`config.mk`:
```
export PLATFORM = sky130hd
export DESIGN_NAME = vga_pattern_sequencer
export DESIGN_NICKNAME = d
export VERILOG_FILES = /design/src/rtl/vga_pattern_sequencer_pkg.sv /design/src/rtl/vga_pattern_sequencer_sync_debounce.sv /design/src/rtl/vga_pattern_sequencer.sv
export SDC_FILE = /design/constraint.sdc
export NUM_CORES = 1
export LEC_CHECK = 0
export BUFFER_PORTS_ARGS = -buffer_cell sky130_fd_sc_hd__buf_2
export CAP_MARGIN = 15
export CORE_ASPECT_RATIO = 2
export CORE_MARGIN = 2
export CORE_UTILIZATION = 56
export DETAILED_ROUTE_END_ITERATION = 10
export GPL_TIMING_DRIVEN = 0
export MAX_ROUTING_LAYER = met4
export PLACE_DENSITY = 0.87
export SKIP_CTS_REPAIR_TIMING = 1
export SLEW_MARGIN = 10
export SYNTH_ARGS = -nofsm -noshare
export SYNTH_HDL_FRONTEND = slang
export SYNTH_HIERARCHICAL = 1
export SYNTH_SLANG_ARGS = --single-unit
```
`constraint.sdc`:
```
create_clock -name i_clk -period 1.8 [get_ports i_clk]
set_input_delay 0.36 -clock i_clk [delete_from_list [all_inputs] [get_ports i_clk]]
set_output_delay 0.36 -clock i_clk [all_outputs]
set_load 0.01 [all_outputs]
```
`src/rtl/vga_pattern_sequencer_pkg.sv`:
```
// Shared definitions for the pattern sequencer and the pattern generator:
// pattern codes, default code width and the sequencer FSM encoding.
package vga_pattern_sequencer_pkg;

  localparam int DEF_PATTERN_WIDTH = 3;

  localparam logic [DEF_PATTERN_WIDTH-1:0] PAT_SOLID   = 3'd0;
  localparam logic [DEF_PATTERN_WIDTH-1:0] PAT_BARS    = 3'd1;
  localparam logic [DEF_PATTERN_WIDTH-1:0] PAT_CHECKER = 3'd2;
  localparam logic [DEF_PATTERN_WIDTH-1:0] PAT_BORDER  = 3'd3;

  typedef enum logic {
    ST_MANUAL = 1'b0,
    ST_AUTO   = 1'b1
  } state_t;

endpackage

```
`src/rtl/vga_pattern_sequencer_sync_debounce.sv`:
```
// Two-flop synchroniser followed by a stability debouncer for one raw switch.
// The stable output only flips after the synchronised value disagrees with it
// for DEBOUNCE_CYCLES consecutive cycles.
module sync_debounce #(
  parameter int DEBOUNCE_CYCLES = 250000
) (
  input  logic i_clk,
  input  logic i_rst_n,
  input  logic i_raw,
  output logic o_stable
);

  localparam int CW = $clog2(DEBOUNCE_CYCLES);
  localparam logic [CW-1:0] LP_CNT_LAST = CW'(DEBOUNCE_CYCLES - 1);

  logic          r_meta;
  logic          r_sync;
  logic          r_stable;
  logic [CW-1:0] r_cnt;

  always_ff @(posedge i_clk or negedge i_rst_n) begin
    if (!i_rst_n) begin
      r_meta   <= 1'b0;
      r_sync   <= 1'b0;
      r_stable <= 1'b0;
      r_cnt    <= '0;
    end else begin
      r_meta <= i_raw;
      r_sync <= r_meta;
      // Any return to the stable value restarts the qualification window.
      if (r_sync == r_stable) begin
        r_cnt <= '0;
      end else if (r_cnt == LP_CNT_LAST) begin
        r_stable <= r_sync;
        r_cnt    <= '0;
      end else begin
        r_cnt <= r_cnt + 1'b1;
      end
    end
  end

  assign o_stable = r_stable;

endmodule

```
`src/rtl/vga_pattern_sequencer.sv`:
```
// Frame-synchronous test-pattern selector: debounced manual select or auto
// cycling, with every pattern change committed only on a vsync rising edge.
module vga_pattern_sequencer
  import vga_pattern_sequencer_pkg::*;
#(
  parameter int NUM_PATTERNS       = 4,
  parameter int PATTERN_WIDTH      = DEF_PATTERN_WIDTH,
  parameter int DEBOUNCE_CYCLES    = 250000,
  parameter int FRAMES_PER_PATTERN = 60
) (
  input  logic                     i_clk,
  input  logic                     i_rst_n,
  input  logic                     i_sel0,
  input  logic                     i_sel1,
  input  logic                     i_auto,
  input  logic                     i_vsync,
  output logic [PATTERN_WIDTH-1:0] o_pattern,
  output logic                     o_frame_start,
  output logic                     o_auto_active
);

  localparam int FCW = (FRAMES_PER_PATTERN > 1) ? $clog2(FRAMES_PER_PATTERN) : 1;
  localparam int PW1 = PATTERN_WIDTH + 1;
  localparam logic [FCW-1:0]           LP_FCNT_LAST = FCW'(FRAMES_PER_PATTERN - 1);
  localparam logic [PW1-1:0]           LP_NUM       = PW1'(NUM_PATTERNS);
  localparam logic [PATTERN_WIDTH-1:0] LP_PAT_MAX   = PATTERN_WIDTH'(NUM_PATTERNS - 1);

  logic w_sel0;
  logic w_sel1;
  logic w_auto;

  sync_debounce #(.DEBOUNCE_CYCLES(DEBOUNCE_CYCLES)) u_db_sel0 (
    .i_clk(i_clk), .i_rst_n(i_rst_n), .i_raw(i_sel0), .o_stable(w_sel0)
  );
  sync_debounce #(.DEBOUNCE_CYCLES(DEBOUNCE_CYCLES)) u_db_sel1 (
    .i_clk(i_clk), .i_rst_n(i_rst_n), .i_raw(i_sel1), .o_stable(w_sel1)
  );
  sync_debounce #(.DEBOUNCE_CYCLES(DEBOUNCE_CYCLES)) u_db_auto (
    .i_clk(i_clk), .i_rst_n(i_rst_n), .i_raw(i_auto), .o_stable(w_auto)
  );

  state_t                   r_state;
  logic                     r_vs_d;
  logic                     r_auto_d;
  logic [FCW-1:0]           r_frame_cnt;
  logic [PATTERN_WIDTH-1:0] r_pattern;
  logic                     r_frame_start;
  logic                     r_auto_active;

  logic                     w_frame_start;
  logic                     w_auto_rise;
  logic                     w_auto_fall;
  logic [PW1-1:0]           w_tgt_ext;
  logic [PATTERN_WIDTH-1:0] w_target;
  logic [PW1-1:0]           w_inc;
  logic [PATTERN_WIDTH-1:0] w_next_pat;

  assign w_frame_start = i_vsync & ~r_vs_d;
  assign w_auto_rise   = w_auto & ~r_auto_d;
  assign w_auto_fall   = ~w_auto & r_auto_d;

  // Out-of-range manual codes saturate to the last legal pattern.
  assign w_tgt_ext  = PW1'({w_sel0, w_sel1});
  assign w_target   = (w_tgt_ext >= LP_NUM) ? LP_PAT_MAX : w_tgt_ext[PATTERN_WIDTH-1:0];
  assign w_inc      = {1'b0, r_pattern} + 1'b1;
  assign w_next_pat = (w_inc >= LP_NUM) ? '0 : w_inc[PATTERN_WIDTH-1:0];

  always_ff @(posedge i_clk or negedge i_rst_n) begin
    if (!i_rst_n) begin
      r_state       <= ST_MANUAL;
      r_vs_d        <= 1'b1;
      r_auto_d      <= 1'b0;
      r_frame_cnt   <= '0;
      r_pattern     <= '0;
      r_frame_start <= 1'b0;
      r_auto_active <= 1'b0;
    end else begin
      r_vs_d        <= i_vsync;
      r_auto_d      <= w_auto;
      r_frame_start <= w_frame_start;

      // Frame-start action uses the state as it was before any mode change.
      if (w_frame_start) begin
        if (r_state == ST_MANUAL) begin
          r_pattern <= w_target;
        end else if (r_frame_cnt == LP_FCNT_LAST) begin
          r_pattern   <= w_next_pat;
          r_frame_cnt <= '0;
        end else begin
          r_frame_cnt <= r_frame_cnt + 1'b1;
        end
      end

      case (r_state)
        ST_MANUAL: begin
          if (w_auto_rise) begin
            r_state       <= ST_AUTO;
            r_auto_active <= 1'b1;
            r_frame_cnt   <= '0;
          end
        end
        ST_AUTO: begin
          if (w_auto_fall) begin
            r_state       <= ST_MANUAL;
            r_auto_active <= 1'b0;
          end
        end
        default: begin
          r_state       <= ST_MANUAL;
          r_auto_active <= 1'b0;
        end
      endcase
    end
  end

  assign o_pattern     = r_pattern;
  assign o_frame_start = r_frame_start;
  assign o_auto_active = r_auto_active;

endmodule

```
==> results of run 1 <==
## per-layer routing
metal | wire length (microns) | vias up
met5 | 0 | -
met4 | 349 | 0
met3 | 401 | 33
met2 | 5200 | 126
met1 | 3200 | 1575
li1 | - | 1433
## registers in the layout, indices dropped and copies added (netlist names), 3 cells and up
| register | count |
|---|---|
| o_pattern | 3 |
| r_frame_cnt | 6 |
| u_db_auto/r_cnt | 18 |
| u_db_sel0/r_cnt | 18 |
| u_db_sel1/r_cnt | 18 |
## critical path: stages, from the launching register on
cell and delay, ns:
dfrtp_1 0.42, or4_4 0.56, o41ai_4 0.50, buf_4 0.21, buf_8 0.14, nor2_4 0.03
## logic make-up after synthesis
kind of cell,after synthesis
fa+ha+maj,5
xor+xnor,48
flops,77
buf+inv,16
mux,3
simple gates,190
compound gates,31
## through the flow
stage / hold slack [ns] / TNS, ns / total power, mW / instances / util [%]
after global placement: 0.333 / -21.39 / 1.92 / 468 / 60.2
final: 0.121 / -4.95 / 3.77 / 523 / 72.6
after CTS: -0.134 / -16.60 / 3.72 / 485 / 65.1
after global routing: 0.117 / -6.45 / 3.91 / 523 / 72.6
after floorplan: 0.0644 / 0 / 1.87 / 370 / -
after detailed placement: 0.227 / -15.67 / 1.94 / 469 / 60.7
## power by group
| group | internal (mW) | switching [mW] |
|---|---|---|
| clock network | 1.11 | 0.691 |
| logic | 0.0742 | 0.110 |
| registers | 1.76 | 0.0276 |
| total | 2.94 | 0.828 |
## synthesized netlist by cell type (4+ instances only)
library cell / instances / area, sq um
clkbuf_1: 5 / 18.8
nor3_1: 8 / 40.0
o21ai_0: 9 / 45.0
or4_4: 4 / 45.0
nor2_1: 59 / 221
xnor2_1: 32 / 280
nand2b_1: 6 / 37.5
a21oi_1: 11 / 55.1
ha_1: 5 / 62.6
dfrtp_1: 76 / 1900
nor4_1: 21 / 131
inv_1: 8 / 30.0
nand3_1: 19 / 95.1
or3_1: 5 / 31.3
nand2_1: 28 / 105
nand4_1: 16 / 100
xor2_1: 16 / 140
## final cells by class
class | count | area [sq um]
plain buffers | 8 | 60.1
inverters | 8 | 30.0
fillers | 413 | 1800
flip-flops and latches | 77 | 1940
repair buffers | 49 | 388
multi-input cells | 277 | 1950
clock inverters | 4 | 47.5
well taps | 88 | 110
clock buffers | 12 | 246
## placed cells by master (no fill, tap or decap), drive strengths merged, types with 2 or more instances in the layout
| master | count |
|---|---|
| nor3b | 2 |
| o21ai | 9 |
| clkbuf | 17 |
| nor3 | 8 |
| mux2 | 3 |
| clkinv | 2 |
| dfrtp | 76 |
| xor2 | 16 |
| and4 | 3 |
| a21boi | 2 |
| nand4 | 19 |
| nand2b | 6 |
| or4 | 7 |
| a21oi | 14 |
| o41ai | 3 |
| nor4 | 21 |
| nand2 | 29 |
| o211ai | 2 |
| inv | 8 |
| and3 | 3 |
| xnor2 | 32 |
| nand3 | 22 |
| nor2 | 59 |
| ha | 5 |
| buf | 51 |
| or3 | 6 |
## worst max-delay path by stage
stage / startpoint / to / slack, ns / depth (start not counted)
finish: u_db_auto/r_cnt[10]$_DFF_PN0_ / u_db_auto/r_cnt[14]$_DFF_PN0_ / -0.18 / 5
global route: u_db_sel1/r_cnt[10]$_DFF_PN0_ / u_db_sel1/r_cnt[12]$_DFF_PN0_ / -0.20 / 5
CTS: u_db_auto/r_cnt[0]$_DFF_PN0_ / u_db_auto/r_cnt[14]$_DFF_PN0_ / -0.39 / 5
detailed placement: u_db_auto/r_cnt[0]$_DFF_PN0_ / u_db_auto/r_cnt[13]$_DFF_PN0_ / -0.37 / 5
global placement: u_db_sel1/r_cnt[0]$_DFF_PN0_ / u_db_sel1/r_cnt[13]$_DFF_PN0_ / -0.33 / 5
floorplan: u_db_auto/r_cnt[0]$_DFF_PN0_ / u_db_auto/r_cnt[16]$_DFF_PN0_ / 0.007 / 5
==> flow_summary.json, run 1 <==
{
  "antenna_found_initial": 0,
  "grt_overflow": 0,
  "tightest_slew_ns": 0.593,
  "cts_root_buf": "clkbuf_16",
  "r2r_end": "u_db_auto/r_cnt[14]$_DFF_PN0_",
  "routedWlPerCell_microns": 17.5,
  "cts_inserted_buffers": 9,
  "ir_drop_mv": 0.769,
  "post-route-min-period_ns": 1.98,
  "cp.arrival_ns": 2.20,
  "die_w_microns": 62.2,
  "yosys.area_share.simple_pct": 26.8,
  "vias": 3167,
  "place_area_sq_mm": 0.00399,
  "cts_buffer_depth": 2,
  "status": "complete, but fails checks",
  "die_y_microns": 120,
  "syn_area_sq_mm": 0.00379,
  "cellPowerDensity_mw_per_mm2": 790,
  "die_area_sq_mm": 0.00749,
  "worstRegToRegCells": 5,
  "synthAdderAreaFrac_pct": 1.65,
  "setup_violations": 54,
  "hold_depth": 1,
  "num_io_pins": 11,
  "cts_tree": "done",
  "layout_setup_ws_ns": -0.185,
  "drive_above_1_share_pct": 31.3,
  "synth_compound_area_share_pct": 6.63,
  "p_leak_nw": 1.97,
  "crit_type": "reg2reg",
  "synth_cell_types": 39,
  "synth-seq-area-share_pct": 50.8,
  "antenna_left": 0,
  "port-buffer-count": 10,
  "grt_pass1_vias": 2956,
  "cp.required_ns": 2.02,
  "yosysWarnings": 6,
  "syn_to_final_growth_pct": 25.7,
  "grt_pass1_wl_microns": 13000,
  "r2r_slack_ns": -0.18,
  "diodes": 0,
  "synth_seq_cells": 77,
  "grt.total_usage_pct": 23.0,
  "final_max_slew_viol_count": 0,
  "grt.met3_usage_pct": 6.05,
  "cp-end-kind": "flop",
  "final_nets": 441,
  "post-route-period-util_pct": 110,
  "rr_startpoint": "u_db_auto/r_cnt[10]$_DFF_PN0_",
  "finalHoldViolCount": 0,
  "max_freq_mhz": 504,
  "grt_use_met1_pct": 22.7,
  "violations": "negative setup slack",
  "core_region_area_sq_mm": 0.00657,
  "htreeDepth": 3,
  "syn-num-nets": 381,
  "min_to": "u_db_sel0/r_meta$_DFF_PN0_",
  "crit_path_max_fanout": 5,
  "routed_via_density": 6.06,
  "final_area_sq_mm": 0.00477,
  "first_pass_iters": 5,
  "hold_class": "in2reg",
  "clock-sinks": 77,
  "synth_edf_count": 0,
  "postSynth.asyncResetShare_pct": 100,
  "synth_mux_area_share_pct": 0.890,
  "cap_violations": 0,
  "clock-skew-final_ns": 0.00802,
  "clk-insertion-delay-late_ns": 0.34,
  "drc_errors": 0,
  "synth.avg_cell_area_sq_um": 10.3,
  "synth_top_family_by_area": "simple AND/OR/NAND/NOR gates",
  "syn_inst": 370,
  "rsz0062_at_grt": "yes",
  "synthFlopType": "dfrtp_1",
  "initial_core_util_pct": 57.8,
  "cp-start-kind": "flop",
  "met2_usage_pct": 40.2,
  "wl_microns": 9150,
  "synth_xor_area_share_pct": 11.1,
  "rows": 42,
  "path_clk_slew_ns": 0.06,
  "grt_max_degree": 66,
  "grt-busiest-layer": "met2",
  "min_from": "i_sel0",
  "routabilityCongestion": 0.823,
  "maxSlewHeadroom_pct": 60.2,
  "dpl.hpwl_microns": 5180,
  "pre_cts_ws_ns": -0.371,
  "dr.first_iter.drc_count": 273
}
Power figures use the tool's default switching activity.
==> inputs of run 2 (changes only) <==
CORE_ASPECT_RATIO = unset   (was 2)
CORE_UTILIZATION = 60   (was 56)
PLACE_DENSITY = 0.88   (was 0.87)
clock period = 2.35 ns   (was 1.8 ns; I/O delays follow)
==> run 2 against run 1 <==
  * Sequential share of layout area grew 5.2 points
  * Power shrank 29%
  * Via count shrank 12%
  * Worst setup slack gained 0.35 ns
  * Critical endpoint is now u_db_sel1/r_cnt[0]$_DFF_PN0_
  * Clock-buffer cell count is the same
  * Clock skew is essentially flat
  * The run now ends clean
  * Clock power shrank 33%
==> flow_summary.json, run 2 (same netlist as run 1, synthesis figures left out) <==
{
  "routedWlPerCell_microns": 15.0,
  "pre_cts_ws_ns": 0.104,
  "die_area_sq_mm": 0.00698,
  "reg.largest.list": "u_db_auto/r_cnt x18, u_db_sel0/r_cnt x18, u_db_sel1/r_cnt x18",
  "max_freq_mhz": 458,
  "cap_violations": 0,
  "grt.met3_usage_pct": 5.34,
  "tightest_slew_ns": 0.648,
  "final_area_sq_mm": 0.00420,
  "mostFrequentLayoutCell": "dfrtp_1",
  "holdWs_ns": 0.0868,
  "die_w_microns": 83.5,
  "first_pass_iters": 5,
  "routabilityCongestion": 0.770,
  "cp.required_ns": 2.58,
  "ir_drop_mv": 0.526,
  "clock-sinks": 77,
  "antenna_left": 0,
  "num_io_pins": 11,
  "maxSlewHeadroom_pct": 56.6,
  "crit_start": "u_db_sel1/r_cnt[0]$_DFF_PN0_",
  "cts_tree": "done",
  "finalHoldViolCount": 0,
  "rr_startpoint": "u_db_sel1/r_cnt[0]$_DFF_PN0_",
  "cp.arrival_ns": 2.42,
  "final_cell_mix": "dfrtp_1 (76), nor2_1 (59), xnor2_1 (32)",
  "grt_pass1_wl_microns": 12500,
  "cts_root_buf": "clkbuf_8",
  "drive_above_1_share_pct": 13.9,
  "grt_pass1_vias": 2873,
  "cts_inserted_buffers": 9,
  "rsz0062_at_grt": "no",
  "cellPowerDensity_mw_per_mm2": 633,
  "crit_path_max_fanout": 10,
  "post-route-period-util_pct": 93.0,
  "layout_setup_ws_ns": 0.165,
  "drc_errors": 0,
  "cts_buffer_depth": 2,
  "port-buffer-count": 10,
  "final_nets": 403,
  "die_y_microns": 83.5,
  "cp-end-kind": "flop",
  "grt_use_met1_pct": 27.2,
  "grt_max_degree": 40,
  "clk-insertion-delay-late_ns": 0.35,
  "cp-start-kind": "flop",
  "place_area_sq_mm": 0.00396,
  "clock-skew-final_ns": 0.00802,
  "final_max_slew_viol_count": 0,
  "path_clk_slew_ns": 0.07,
  "hold_class": "in2async",
  "post-route-min-period_ns": 2.18,
  "p_leak_nw": 1.78,
  "dpl.hpwl_microns": 4910,
  "grt-busiest-layer": "met2",
  "fin_setup_tns_ns": 0,
  "antenna_found_initial": 0,
  "dr.first_iter.drc_count": 140,
  "rows": 28,
  "setup_violations": 0,
  "initial_core_util_pct": 63.0,
  "grt.total_usage_pct": 22.7,
  "wl_microns": 7090,
  "diodes": 0,
  "core_region_area_sq_mm": 0.00603,
  "met2_usage_pct": 36.7,
  "syn_to_final_growth_pct": 10.7,
  "routed_via_density": 5.93,
  "status": "finished clean",
  "grt_overflow": 0,
  "vias": 2797,
  "fin_util_pct": 69.7,
  "htreeDepth": 3,
  "crit_type": "reg2reg"
}
-- run 2: cell count changes in the layout (fill, tap and decap cells not counted), moves of 3 or more --
cell / before / now
buf_4: 32 / 1
buf_8: 3 / 0
clkbuf_16: 9 / 0
clkbuf_8: 1 / 10
dfrtp_1: 68 / 76
dfrtp_2: 8 / 0
nor2_1: 28 / 59
nor2_2: 22 / 0
nor2_4: 9 / 0
nor4_1: 18 / 21
nor4_2: 3 / 0
-- run 2: path summary, 6_finish.rpt --
kind	to	slack (ns)	cells after the start
setup / recovery	u_db_sel1/r_cnt[0]$_DFF_PN0_	0.17	5
hold / removal	u_db_auto/r_cnt[0]$_DFF_PN0_	0.09	1
setup reg to reg	u_db_sel1/r_cnt[0]$_DFF_PN0_	0.17	5
hold reg to reg	u_db_sel0/r_sync$_DFF_PN0_	0.35	0
max in group asynchronous	r_vs_d$_DFF_PN1_	1.64	2
min in group i_clk	u_db_sel0/r_meta$_DFF_PN0_	0.23	1
-- run 2: where the power goes --
group / internal, mW / leakage, nW / switching, mW
Clock: 0.734 / 0.121 / 0.468
Sequential: 1.34 / 1.05 / 0.0189
Combinational: 0.0318 / 0.610 / 0.0617
-- run 2: worst max-delay path: stages, from the launching register on --
cell and delay, ns:
dfrtp_1 0.43, ha_1 0.24, nand4_1 0.37, o41ai_4 0.73, buf_6 0.24, nor2_1 0.05
-- run 2: routing by layer --
layer	wire [microns]	part of all wire (%)	vias up
li1	-	-	1360
met1	3100	44	1351
met2	3530	50	71
met3	322	4.5	15
met4	138	1.9	0
met5	0	0	-
-- run 2: stage by stage --
step / instances / power [mW]
after floorplan: 370 / 1.43
after global placement: 455 / 1.47
after detailed placement: 456 / 1.48
after CTS: 472 / 2.68
after global routing: 472 / 2.74
final: 472 / 2.66
-- run 2: area by class of cell --
class	count	area, sq um
clock buffer	12	145
fill	451	1820
buffer	8	52.6
tap	75	93.8
inverter	8	30.0
sequential	77	1930
timing repair buffer	11	72.6
multi-input combinational	277	1780
clock inverter	4	95.1
==> inputs of run 3 (changes only) <==
CORE_ASPECT_RATIO = 0.6   (was unset)
CORE_UTILIZATION = 50   (was 60)
PLACE_DENSITY = 0.77   (was 0.88)
==> run 3 against run 2 <==
  * Worst setup slack improved by 0.0033 ns
  * Sequential power barely moved
  * Die area grew 19%
  * Clock skew is 0.0035 ns lower
  * Critical path type unchanged
  * Largest cell class unchanged
==> flow_summary.json, run 3 (same netlist as run 1, synthesis figures left out) <==
{
  "multi_input_area_sq_mm": 0.00178,
  "reg.largest.list": "u_db_auto/r_cnt x18, u_db_sel0/r_cnt x18, u_db_sel1/r_cnt x18",
  "initial_core_util_pct": 52.0,
  "antenna_left": 0,
  "max_freq_mhz": 458,
  "rr_startpoint": "u_db_sel0/r_cnt[0]$_DFF_PN0_",
  "final_cell_mix": "dfrtp_1 (76), nor2_1 (59), xnor2_1 (32)",
  "grt_max_degree": 52,
  "cts_inserted_buffers": 9,
  "clock-skew-final_ns": 0.00455,
  "p_leak_nw": 1.80,
  "dr.first_iter.drc_count": 158,
  "tightest_slew_ns": 0.658,
  "clock-sinks": 77,
  "routabilityCongestion": 0.865,
  "grt_overflow": 0,
  "syn_to_final_growth_pct": 13.0,
  "path_clk_slew_ns": 0.06,
  "drive_above_1_share_pct": 13.6,
  "wl_microns": 7530,
  "final_max_slew_viol_count": 0,
  "finalHoldViolCount": 0,
  "dpl.hpwl_microns": 5080,
  "cap_violations": 0,
  "rsz0062_at_grt": "no",
  "rows": 24,
  "mostFrequentLayoutCell": "dfrtp_1",
  "post-route-min-period_ns": 2.18,
  "r2r_end": "u_db_sel0/r_cnt[9]$_DFF_PN0_",
  "fill_cells": 591,
  "crit_path_max_fanout": 10,
  "setup_violations": 0,
  "core_region_area_sq_mm": 0.00730,
  "r2r_slack_ns": 0.17,
  "pre_cts_ws_ns": 0.174,
  "status": "finished clean",
  "die_y_microns": 71.5,
  "vias": 2789,
  "clk-insertion-delay-late_ns": 0.33,
  "grt_pass1_wl_microns": 13300,
  "cp-end-kind": "flop",
  "maxSlewHeadroom_pct": 56.0,
  "antenna_found_initial": 0,
  "diodes": 0,
  "die_area_sq_mm": 0.00833,
  "fin_util_pct": 58.8,
  "grt.total_usage_pct": 21.6,
  "grt_pass1_vias": 2746,
  "cellPowerDensity_mw_per_mm2": 645,
  "layout_setup_ws_ns": 0.168,
  "worstRegToRegCells": 5,
  "cp-start-kind": "flop",
  "post-route-period-util_pct": 92.8,
  "ir_drop_mv": 0.540,
  "die_w_microns": 116,
  "cts_tree": "done",
  "fin_setup_tns_ns": 0,
  "seqCellArea_sq_mm": 0.00193,
  "routed_via_density": 5.57,
  "final_nets": 403,
  "first_pass_iters": 4,
  "cts_root_buf": "clkbuf_16",
  "hold_class": "in2async",
  "crit_type": "reg2reg",
  "cp.arrival_ns": 2.40,
  "power.total_mw": 2.77,
  "drc_errors": 0,
  "htreeDepth": 3,
  "routedWlPerCell_microns": 15.0,
  "num_io_pins": 11,
  "cp.required_ns": 2.57,
  "cts_buffer_depth": 2,
  "port-buffer-count": 10
}
==> run 3: cell types whose count changed in the layout (fill, tap and decap cells not counted) <==
cell       delta
clkbuf_1      +1
clkbuf_16     +9
bufinv_16     -3
buf_12        -1
buf_16        +1
clkbuf_8      -7
==> run 3: worst max path at each step <==
stage,start,slack (ns),cells past startpoint,endpoint
after floorplan,u_db_auto/r_cnt[0]$_DFF_PN0_,0.54,5,u_db_auto/r_cnt[15]$_DFF_PN0_
after global placement,u_db_auto/r_cnt[0]$_DFF_PN0_,0.21,5,u_db_auto/r_cnt[16]$_DFF_PN0_
after detailed placement,u_db_sel0/r_cnt[0]$_DFF_PN0_,0.17,5,u_db_sel0/r_cnt[9]$_DFF_PN0_
after CTS,u_db_sel0/r_cnt[0]$_DFF_PN0_,0.15,5,u_db_sel0/r_cnt[13]$_DFF_PN0_
after global routing,u_db_auto/r_cnt[0]$_DFF_PN0_,0.01,5,u_db_auto/r_cnt[16]$_DFF_PN0_
final,u_db_sel0/r_cnt[0]$_DFF_PN0_,0.17,5,u_db_sel0/r_cnt[9]$_DFF_PN0_
==> run 3: per-layer routing <==
layer | global-route usage [%] | part of all wire (%) | vias up
met3 | 6.43 | 3.9 | 12
met4 | 8.07 | 1.4 | 0
met1 | 29.9 | 50 | 1381
met5 | - | 0 | -
met2 | 30.0 | 45 | 35
li1 | - | - | 1361
==> run 3: worst max-delay path, cell delays in order, from the launching register on <==
cell	delay [ns]
dfrtp_1	0.40
ha_1	0.23
nand4_1	0.37
o41ai_4	0.77
buf_6	0.23
nor2_1	0.06
==> run 3: layout make-up <==
type | count | share of cell area [%]
inverter | 8 | 0.700
timing repair buffer | 11 | 1.87
tap | 104 | 3.03
clock inverter | 1 | 0.117
multi-input combinational | 277 | 41.6
sequential | 77 | 45.0
clock buffer | 15 | 6.48
buffer | 8 | 1.23
==> run 3: through the flow <==
stage	std cells	hold slack, ns	cell area (sq um)
final	501	0.0521	4290
after global routing	501	0.0654	4290
after CTS	501	0.0559	4290
after detailed placement	485	0.336	4010
after global placement	484	0.333	3980
after floorplan	370	0.174	3790
==> run 3: where the power goes <==
| group | internal (mW) | switching, mW |
|---|---|---|
| combinational | 0.0325 | 0.0616 |
| clock | 0.801 | 0.505 |
| sequential | 1.35 | 0.0187 |
| total | 2.18 | 0.585 |
